--- src/rtl/johnson_step_ctrl.sv ---
// Sequencer for a 4-bit Johnson counter: runs a requested number of steps
// with optional tick division, hold and abort. JOHNSON_CHECK_EN enables illegal-load rejection.
module johnson_step_ctrl #(
  parameter int STEP_W   = 8,
  parameter int TICK_DIV = 1
) (
  input  logic              clk,
  input  logic              rst_n,
  input  logic              start,
  input  logic              dir,
  input  logic [STEP_W-1:0] steps,
  input  logic              hold,
  input  logic              abort,
  input  logic              load_en,
  input  logic [3:0]        load_val,
  output logic [3:0]        q,
  output logic [2:0]        phase,
  output logic              busy,
  output logic              done,
  output logic              err
);

  typedef enum logic [1:0] {IDLE, RUN, DONE} state_t;

  localparam logic [7:0]        TICK_LAST = 8'(TICK_DIV - 1);
  localparam logic [STEP_W-1:0] ONE_STEP  = STEP_W'(1);

  state_t            state;
  logic [STEP_W-1:0] remaining;
  logic [7:0]        presc;
  logic              run_dir;

  function automatic logic [3:0] step_code(input logic [3:0] c, input logic d);
    return d ? {c[2:0], ~c[3]} : {~c[0], c[3:1]};
  endfunction

`ifdef JOHNSON_CHECK_EN
  logic err_q;
  assign err = err_q;

  function automatic logic is_legal(input logic [3:0] c);
    logic ok;
    case (c)
      4'b0000, 4'b1000, 4'b1100, 4'b1110,
      4'b1111, 4'b0111, 4'b0011, 4'b0001: ok = 1'b1;
      default:                            ok = 1'b0;
    endcase
    return ok;
  endfunction
`else
  assign err = 1'b0;
`endif

  always_comb begin
    phase = 3'd0;
    case (q)
      4'b1000: phase = 3'd1;
      4'b1100: phase = 3'd2;
      4'b1110: phase = 3'd3;
      4'b1111: phase = 3'd4;
      4'b0111: phase = 3'd5;
      4'b0011: phase = 3'd6;
      4'b0001: phase = 3'd7;
      default: phase = 3'd0;
    endcase
  end

  always_ff @(posedge clk or negedge rst_n) begin
    if (!rst_n) begin
      state     <= IDLE;
      q         <= 4'b0000;
      busy      <= 1'b0;
      done      <= 1'b0;
      remaining <= '0;
      presc     <= 8'd0;
      run_dir   <= 1'b0;
`ifdef JOHNSON_CHECK_EN
      err_q     <= 1'b0;
`endif
    end else begin
      case (state)
        IDLE: begin
          if (start) begin
            if (steps != '0) begin
              remaining <= steps;
              run_dir   <= dir;
              presc     <= 8'd0;
              busy      <= 1'b1;
              state     <= RUN;
            end else begin
              done  <= 1'b1;
              state <= DONE;
            end
          end else if (load_en) begin
`ifdef JOHNSON_CHECK_EN
            if (is_legal(load_val)) q <= load_val;
            else                    err_q <= 1'b1;
`else
            q <= load_val;
`endif
          end
        end
        RUN: begin
          // abort outranks both hold and a pending step
          if (abort) begin
            busy  <= 1'b0;
            state <= IDLE;
          end else if (!hold) begin
            if (presc == TICK_LAST) begin
              presc     <= 8'd0;
              q         <= step_code(q, run_dir);
              remaining <= remaining - ONE_STEP;
              if (remaining == ONE_STEP) begin
                busy  <= 1'b0;
                done  <= 1'b1;
                state <= DONE;
              end
            end else begin
              presc <= presc + 8'd1;
            end
          end
        end
        DONE: begin
          done  <= 1'b0;
          state <= IDLE;
        end
        default: state <= IDLE;
      endcase
    end
  end

endmodule

--- config.mk ---
export PLATFORM = sky130hd
export DESIGN_NAME = johnson_step_ctrl
export DESIGN_NICKNAME = d
export VERILOG_FILES = /design/src/rtl/johnson_step_ctrl.sv
export SDC_FILE = /design/constraint.sdc
export NUM_CORES = 1
export LEC_CHECK = 0
export BUFFER_PORTS_ARGS = -buffer_cell sky130_fd_sc_hd__buf_2
export CORE_UTILIZATION = 55
export DETAILED_ROUTE_END_ITERATION = 7
export MAX_ROUTING_LAYER = met4
export PLACE_DENSITY = 0.9
export SETUP_SLACK_MARGIN = 0.02
export SLEW_MARGIN = 20
export SYNTH_ARGS = -nofsm -noshare
export SYNTH_HDL_FRONTEND = slang
export SYNTH_SLANG_ARGS = --single-unit
--- constraint.sdc ---
create_clock -name clk -period 3.2 [get_ports clk]
set_input_delay 0.8 -clock clk [delete_from_list [all_inputs] [get_ports clk]]
set_output_delay 0.8 -clock clk [all_outputs]
set_load 0.03 [all_outputs]
==> metrics.yaml, run 1 <==
grt.met2_usage_pct: 39.6
ioPinCount: 29
fin_total_pwr_mw: 1.11
outcome: "complete, no violations"
grtUsageMet3_pct: 4.38
viasPerCell: 6.16
start_util_pct: 58.3
crit_type: "input port to flip-flop"
drc_errors: 0
start_kind: "input port"
netlist_instances: 187
cts_tree: "done"
ys_types: 48
dieHeight_um: 56.3
antennaDiodeCount: 0
drtAntennaViolNets: 0
cts.path.max_buffers: 2
layout-drive-gt1-share_pct: 18.8
track_usage_pct: 24.6
tightest_slew_ns: 0.759
synth.net_count: 210
min_path_type: "input port to asynchronous set/reset pin"
cp.arrival_ns: 2.58
layout_min_cycle_time_ns: 2.33
num_rows: 19
async_flop_share_pct: 100
synth_seq_cells: 25
synthTopCellsByArea: "dfrtp_1 39%, o21ai_0 4.6%, nand2_1 4.4%"
met1_usage_pct: 33.1
post_cts_buffers: 0
port_buffers: 27
grt_pass1_vias: 1372
end_kind: "flip-flop"
cap_violations: 0
final.setup.worst_slack_ns: 0.874
n_fill_cell: 241
ys_seq_area_share_pct: 38.6
busiest_layer: "met2"
ys_warn_count: 0
antenna_found_initial: 0
yosysTopAreaCell: "dfrtp_1"
avgRoutedWirePerCell_um: 14.6
syn-cell-area_sq_um: 1620
cp_slowest_stage_delay_ns: 0.65
clk_latency_ns: 0.32
vias: 1466
cpLargestDelayFamily: "compound AO/OA/AOI/OAI gates"
tns_ns: 0
area_delta_synth_final_pct: 8.87
core_area_sq_um: 2780
power.density_nw_per_um2: 629
crit_chain: "buf_2 > or4_1 > o32ai_2 > o21ai_0 > a21oi_1"
synth.top_cell.area_share_pct: 38.6
hold_ws_ns: 0.433
maxSlewHeadroom_pct: 49.0
grt_pass1_wl_mm: 6.07
clock_skew_ns: 0.00195
synth_edf_count: 0
gp_congestion: 0.958
cts_made_buffers: 3
cts_sinks: 25
final_nets: 231
grt_overflow_total: 0
preCtsSetupSlack_ns: 0.555
die_area_sq_um: 3170
routed_wl_mm: 3.48
p_leak_nw: 0.839
cts.clk_slew.worst_paths_ns: 0.14
final_util_pct: 63.5
hold_viol: 0
synth.avg_cell_area_sq_um: 8.67
grt_start_max_net_pins: 26
synth_top_flop_cell: "dfrtp_1"
cts_resized: 0
clock.fmax_mhz: 430
ir_drop_v: 0.000709
holdBufCountCts: 0
path_buf_inv: 1
setup_viol: 0
drt-initial-drc-count: 109
hpwl_mm: 2.56
cp_data_required_time_ns: 3.46
fin_crit_sh_pct: 72.7
finalMaxSlewViolations: 0
cp_slowest_cell: "or4_1"
clock-root-buffer: "clkbuf_4"
htree_levels: 1
die_x_um: 56.3
grt_setup_unrepaired: "no"
firstDrtPassIters: 4
worstPathMaxFanout: 11
[cell type report]
class | instances | area [sq um] | share of cell area [%]
sequential | 25 | 626 | 35.4
clock inverter | 1 | 5.00 | 0.283
tap | 31 | 38.8 | 2.20
multi-input combinational | 138 | 890 | 50.4
timing repair buffer | 27 | 135 | 7.65
clock buffer | 3 | 22.5 | 1.28
inverter | 13 | 48.8 | 2.76
[metal layers]
metal,up-vias,wire [um],share of wire (%)
met5,-,0,0
met4,0,18,0.52
met3,4,224,6.4
met2,61,1610,46
met1,680,1630,47
li1,721,-,-
[final timing paths]
kind                       startpoint  cells past startpoint  slack (ns)            to
setup reg to reg             state[0]                      4        1.05      presc[7]
setup / recovery             steps[2]                      5        0.87      presc[6]
hold reg to reg                  done                      1        0.52          done
hold / removal                  rst_n                      1        0.43      presc[0]
min in group clk                 done                      1        0.52          done
max in group asynchronous       rst_n                      1        2.41  remaining[1]
[layout by cell type, fill, tap and decap left out, types with 2 or more instances in the layout]
master | netlist | final
and3_1 | 4 | 4
a21o_1 | 2 | 2
a31oi_1 | 3 | 3
a211oi_1 | 2 | 2
o31ai_1 | 2 | 2
a21oi_1 | 14 | 14
mux2i_1 | 7 | 7
o22ai_1 | 6 | 6
or4_1 | 3 | 3
nor3_1 | 5 | 5
dfrtp_1 | 25 | 25
nand3_1 | 9 | 9
buf_2 | 0 | 27
o21ai_0 | 15 | 15
clkbuf_4 | 0 | 3
a22oi_1 | 2 | 2
nand2_1 | 19 | 19
inv_1 | 13 | 13
nand2b_1 | 2 | 2
nor2_1 | 13 | 13
ha_1 | 4 | 4
o211ai_1 | 3 | 3
[registers in the layout, summed over array words and instances, names as in the netlist]
register and flops:
state 2, done 1, remaining 8, presc 8, run_dir 1, q 4
busy 1
[synthesized netlist by cell type (all sizes together) (2+ instances only)]
cell type   n
inv        13
nand3       9
buf         4
nor2       13
or4         3
dfrtp      25
and3        5
a21o        2
o211ai      3
nand2b      2
nand2      19
o22ai       6
nor4b       2
a21oi      14
a22oi       2
a31oi       4
nor3        5
o31ai       2
o21ai      16
a211oi      2
mux2i       7
ha          4
clkbuf      7
[per-stage QoR]
step,cells,instance area (sq um)
2_1_floorplan,187,1620
3_3_place_gp,234,1740
4_1_cts,238,1770
3_5_place_dp,234,1740
5_1_grt,238,1770
6_report,238,1770
[logic make-up (layout without fill, tap and decap cells)]
logic type	Yosys count	in the layout	synth area share, %
AO/OA/AOI/OAI	60	60	24.7
XOR/XNOR	1	1	0.540
adder cells (fa/ha/maj)	4	4	3.09
buffers and inverters	24	44	6.56
flip-flops	25	25	38.6
multiplexers	8	8	5.02
other	1	1	0.231
AND/OR/NAND/NOR	64	64	21.3
[worst reg2reg max path: stages, from the launching register on]
cell and delay, ns:
dfrtp_1 0.57, nor4b_4 0.51, o32ai_2 0.29, or4_1 0.57, a21oi_1 0.15
[power by group]
part           total, mW  switching [mW]  internal [mW]  leakage [nW]
logic              0.483           0.310          0.173         0.507
registers          0.481          0.0938          0.387         0.314
clock network      0.146          0.0991         0.0469        0.0177
(Power assumes the default switching activity.)
==> run 2, diff against run 1 <==
--- a/config.mk
+++ b/config.mk
@@ -6,10 +6,10 @@
 export NUM_CORES = 1
 export LEC_CHECK = 0
 export BUFFER_PORTS_ARGS = -buffer_cell sky130_fd_sc_hd__buf_2
-export CORE_UTILIZATION = 55
+export CORE_UTILIZATION = 50
 export DETAILED_ROUTE_END_ITERATION = 7
 export MAX_ROUTING_LAYER = met4
-export PLACE_DENSITY = 0.9
+export PLACE_DENSITY = 0.87
 export SETUP_SLACK_MARGIN = 0.02
 export SLEW_MARGIN = 20
 export SYNTH_ARGS = -nofsm -noshare
==> constraint.sdc (replaced) <==
create_clock -name clk -period 2.1 [get_ports clk]
set_input_delay 0.525 -clock clk [delete_from_list [all_inputs] [get_ports clk]]
set_output_delay 0.525 -clock clk [all_outputs]
set_load 0.03 [all_outputs]
==> metrics.yaml, run 2 (same netlist as run 1, synthesis figures left out) <==
ioPinCount: 29  # unchanged
cp.depth: 5  # unchanged
multi_input_area_sq_um: 890  # unchanged
worstPathMaxFanout: 11  # unchanged
seq_area_sq_um: 626  # unchanged
final_util_pct: 61.8  # -1.7 points
cp_slowest_stage_delay_ns: 0.51  # -0.14 ns
core_area_sq_um: 3050  # +9.8%
cts_tree: "done"
path_buf_inv: 1  # unchanged
p_switching_mw: 0.762  # +52%
maxSlewHeadroom_pct: 62.5  # +13 points
clock.fmax_mhz: 528
n_fill_cell: 291  # +21%
track_usage_pct: 23.8  # -0.74 points
cpLargestDelayFamily: "simple AND/OR/NAND/NOR gates"
rrSetupSlack_ns: 0.21  # -0.84 ns
final_common_cell: "buf_2"
cap_violations: 0  # unchanged
port_buffers: 27  # unchanged
cp_slowest_cell: "or4_1"
holdBufCountCts: 0  # unchanged
cts.path.max_buffers: 2  # unchanged
seq_power_share_pct: 42.1  # -1.3 points
min_path_type: "input port to asynchronous set/reset pin"
cp.arrival_ns: 2.14  # -0.44 ns
power.density_nw_per_um2: 914  # +45%
start_util_pct: 53.1  # -5.2 points
crit_chain: "nor4b_4 > o32ai_2 > buf_4 > or4_1 > a21oi_1"
routed_wl_mm: 3.71  # +6.5%
setup_viol: 0  # unchanged
mostFrequentLayoutCells: "27 x buf_2, 25 x dfrtp_1, 19 x nand2_1"
reg2reg_depth: 5  # +1
ir_drop_v: 0.000406  # -43%
fin_total_pwr_mw: 1.72  # +55%
drt-initial-drc-count: 88  # -19%
hpwl_mm: 2.77  # +8.2%
grt_overflow_total: 0  # unchanged
drc_errors: 0  # unchanged
post_cts_buffers: 0  # unchanged
antenna_found_initial: 0  # unchanged
grt_pass1_wl_mm: 6.10  # +0.56%
start_kind: "flip-flop"
area_delta_synth_final_pct: 16.3
clock-root-buffer: "clkbuf_4"
largest_registers: "presc (8), remaining (8), q (4)"
cts_sinks: 25  # unchanged
grt_setup_unrepaired: "no"
layout_min_cycle_time_ns: 1.89
switching_share_pct: 44.2  # -1.0 points
end_kind: "flip-flop"
tightest_slew_ns: 0.563  # -0.196 ns
viasPerCell: 5.70  # -7.5%
hold_ws_ns: 0.177  # -0.256 ns
cts_resized: 0  # unchanged
tns_ns: 0  # unchanged
vias: 1510  # +3.0%
avgRoutedWirePerCell_um: 14.0  # -4.4%
crit_type: "flip-flop to flip-flop"
firstDrtPassIters: 4  # unchanged
num_rows: 20  # +1
htree_levels: 1  # unchanged
grtUsageMet3_pct: 2.64  # -1.7 points
grt_start_max_net_pins: 26  # unchanged
met1_usage_pct: 33.2  # +0.11 points
die_x_um: 59.0  # +4.7%
outcome: "complete, no violations"
cts_made_buffers: 3  # unchanged
grt_pass1_vias: 1369  # -0.22%
p_leak_nw: 0.901  # +7.4%
cp_data_required_time_ns: 2.35  # -1.11 ns
grt.met2_usage_pct: 36.7  # -2.9 points
die_area_sq_um: 3480  # +9.6%
dieHeight_um: 59.0  # +4.7%
busiest_layer: "met2"
intPower_mw: 0.960  # +58%
fin_crit_sh_pct: 90.2
finalMaxSlewViolations: 0  # unchanged
clk_latency_ns: 0.31  # about the same
cts.clk_slew.worst_paths_ns: 0.14  # about the same
hold_viol: 0  # unchanged
final_nets: 245  # +6.1%
power_frac_comb_pct: 45.1  # +1.6 points
drtAntennaViolNets: 0  # unchanged
clkPwrFrac_pct: 12.7  # -0.4 points
layout-drive-gt1-share_pct: 23.5  # +4.7 points
gp_congestion: 0.889  # -7.3%
antennaDiodeCount: 0  # unchanged
clock_skew_ns: 0.00258  # +0.000633 ns
run 2: layout make-up:
type,count,share of cell area (%)
clock buffer,4,1.39
inverter,13,2.59
multi-input combinational,138,47.2
sequential,25,33.2
tap,44,2.92
timing repair buffer,41,12.7
run 2: routing by layer:
metal	part of all wire, %	wire length, um
met2	47	1750
met3	5.0	186
met5	0	0
met1	47	1750
met4	0.67	25
run 2: worst paths after layout:
check / to / from
min in group clk: run_dir / dir
hold reg to reg: done / done
max in group asynchronous: remaining[1] / rst_n
setup / recovery: presc[7] / state[1]
hold / removal: presc[0] / rst_n
setup reg to reg: presc[7] / state[1]
run 2: stage by stage:
stage,std cells,instance area [sq um],setup WS (ns)
6_report,265,1890,0.205
5_1_grt,265,1890,0.0395
4_1_cts,265,1890,0.207
3_5_place_dp,261,1860,0.0498
3_3_place_gp,261,1860,0.0606
2_1_floorplan,187,1620,0.206
run 2: power by group through the flow:
stage | Clock, mW | Sequential [mW] | Combinational, mW
after floorplan | 0 | 0.773 | 0.505
after global placement | 0 | 0.728 | 0.760
after detailed placement | 0 | 0.730 | 0.778
after CTS | 0.226 | 0.721 | 0.781
after global routing | 0.244 | 0.742 | 0.851
final | 0.219 | 0.726 | 0.778
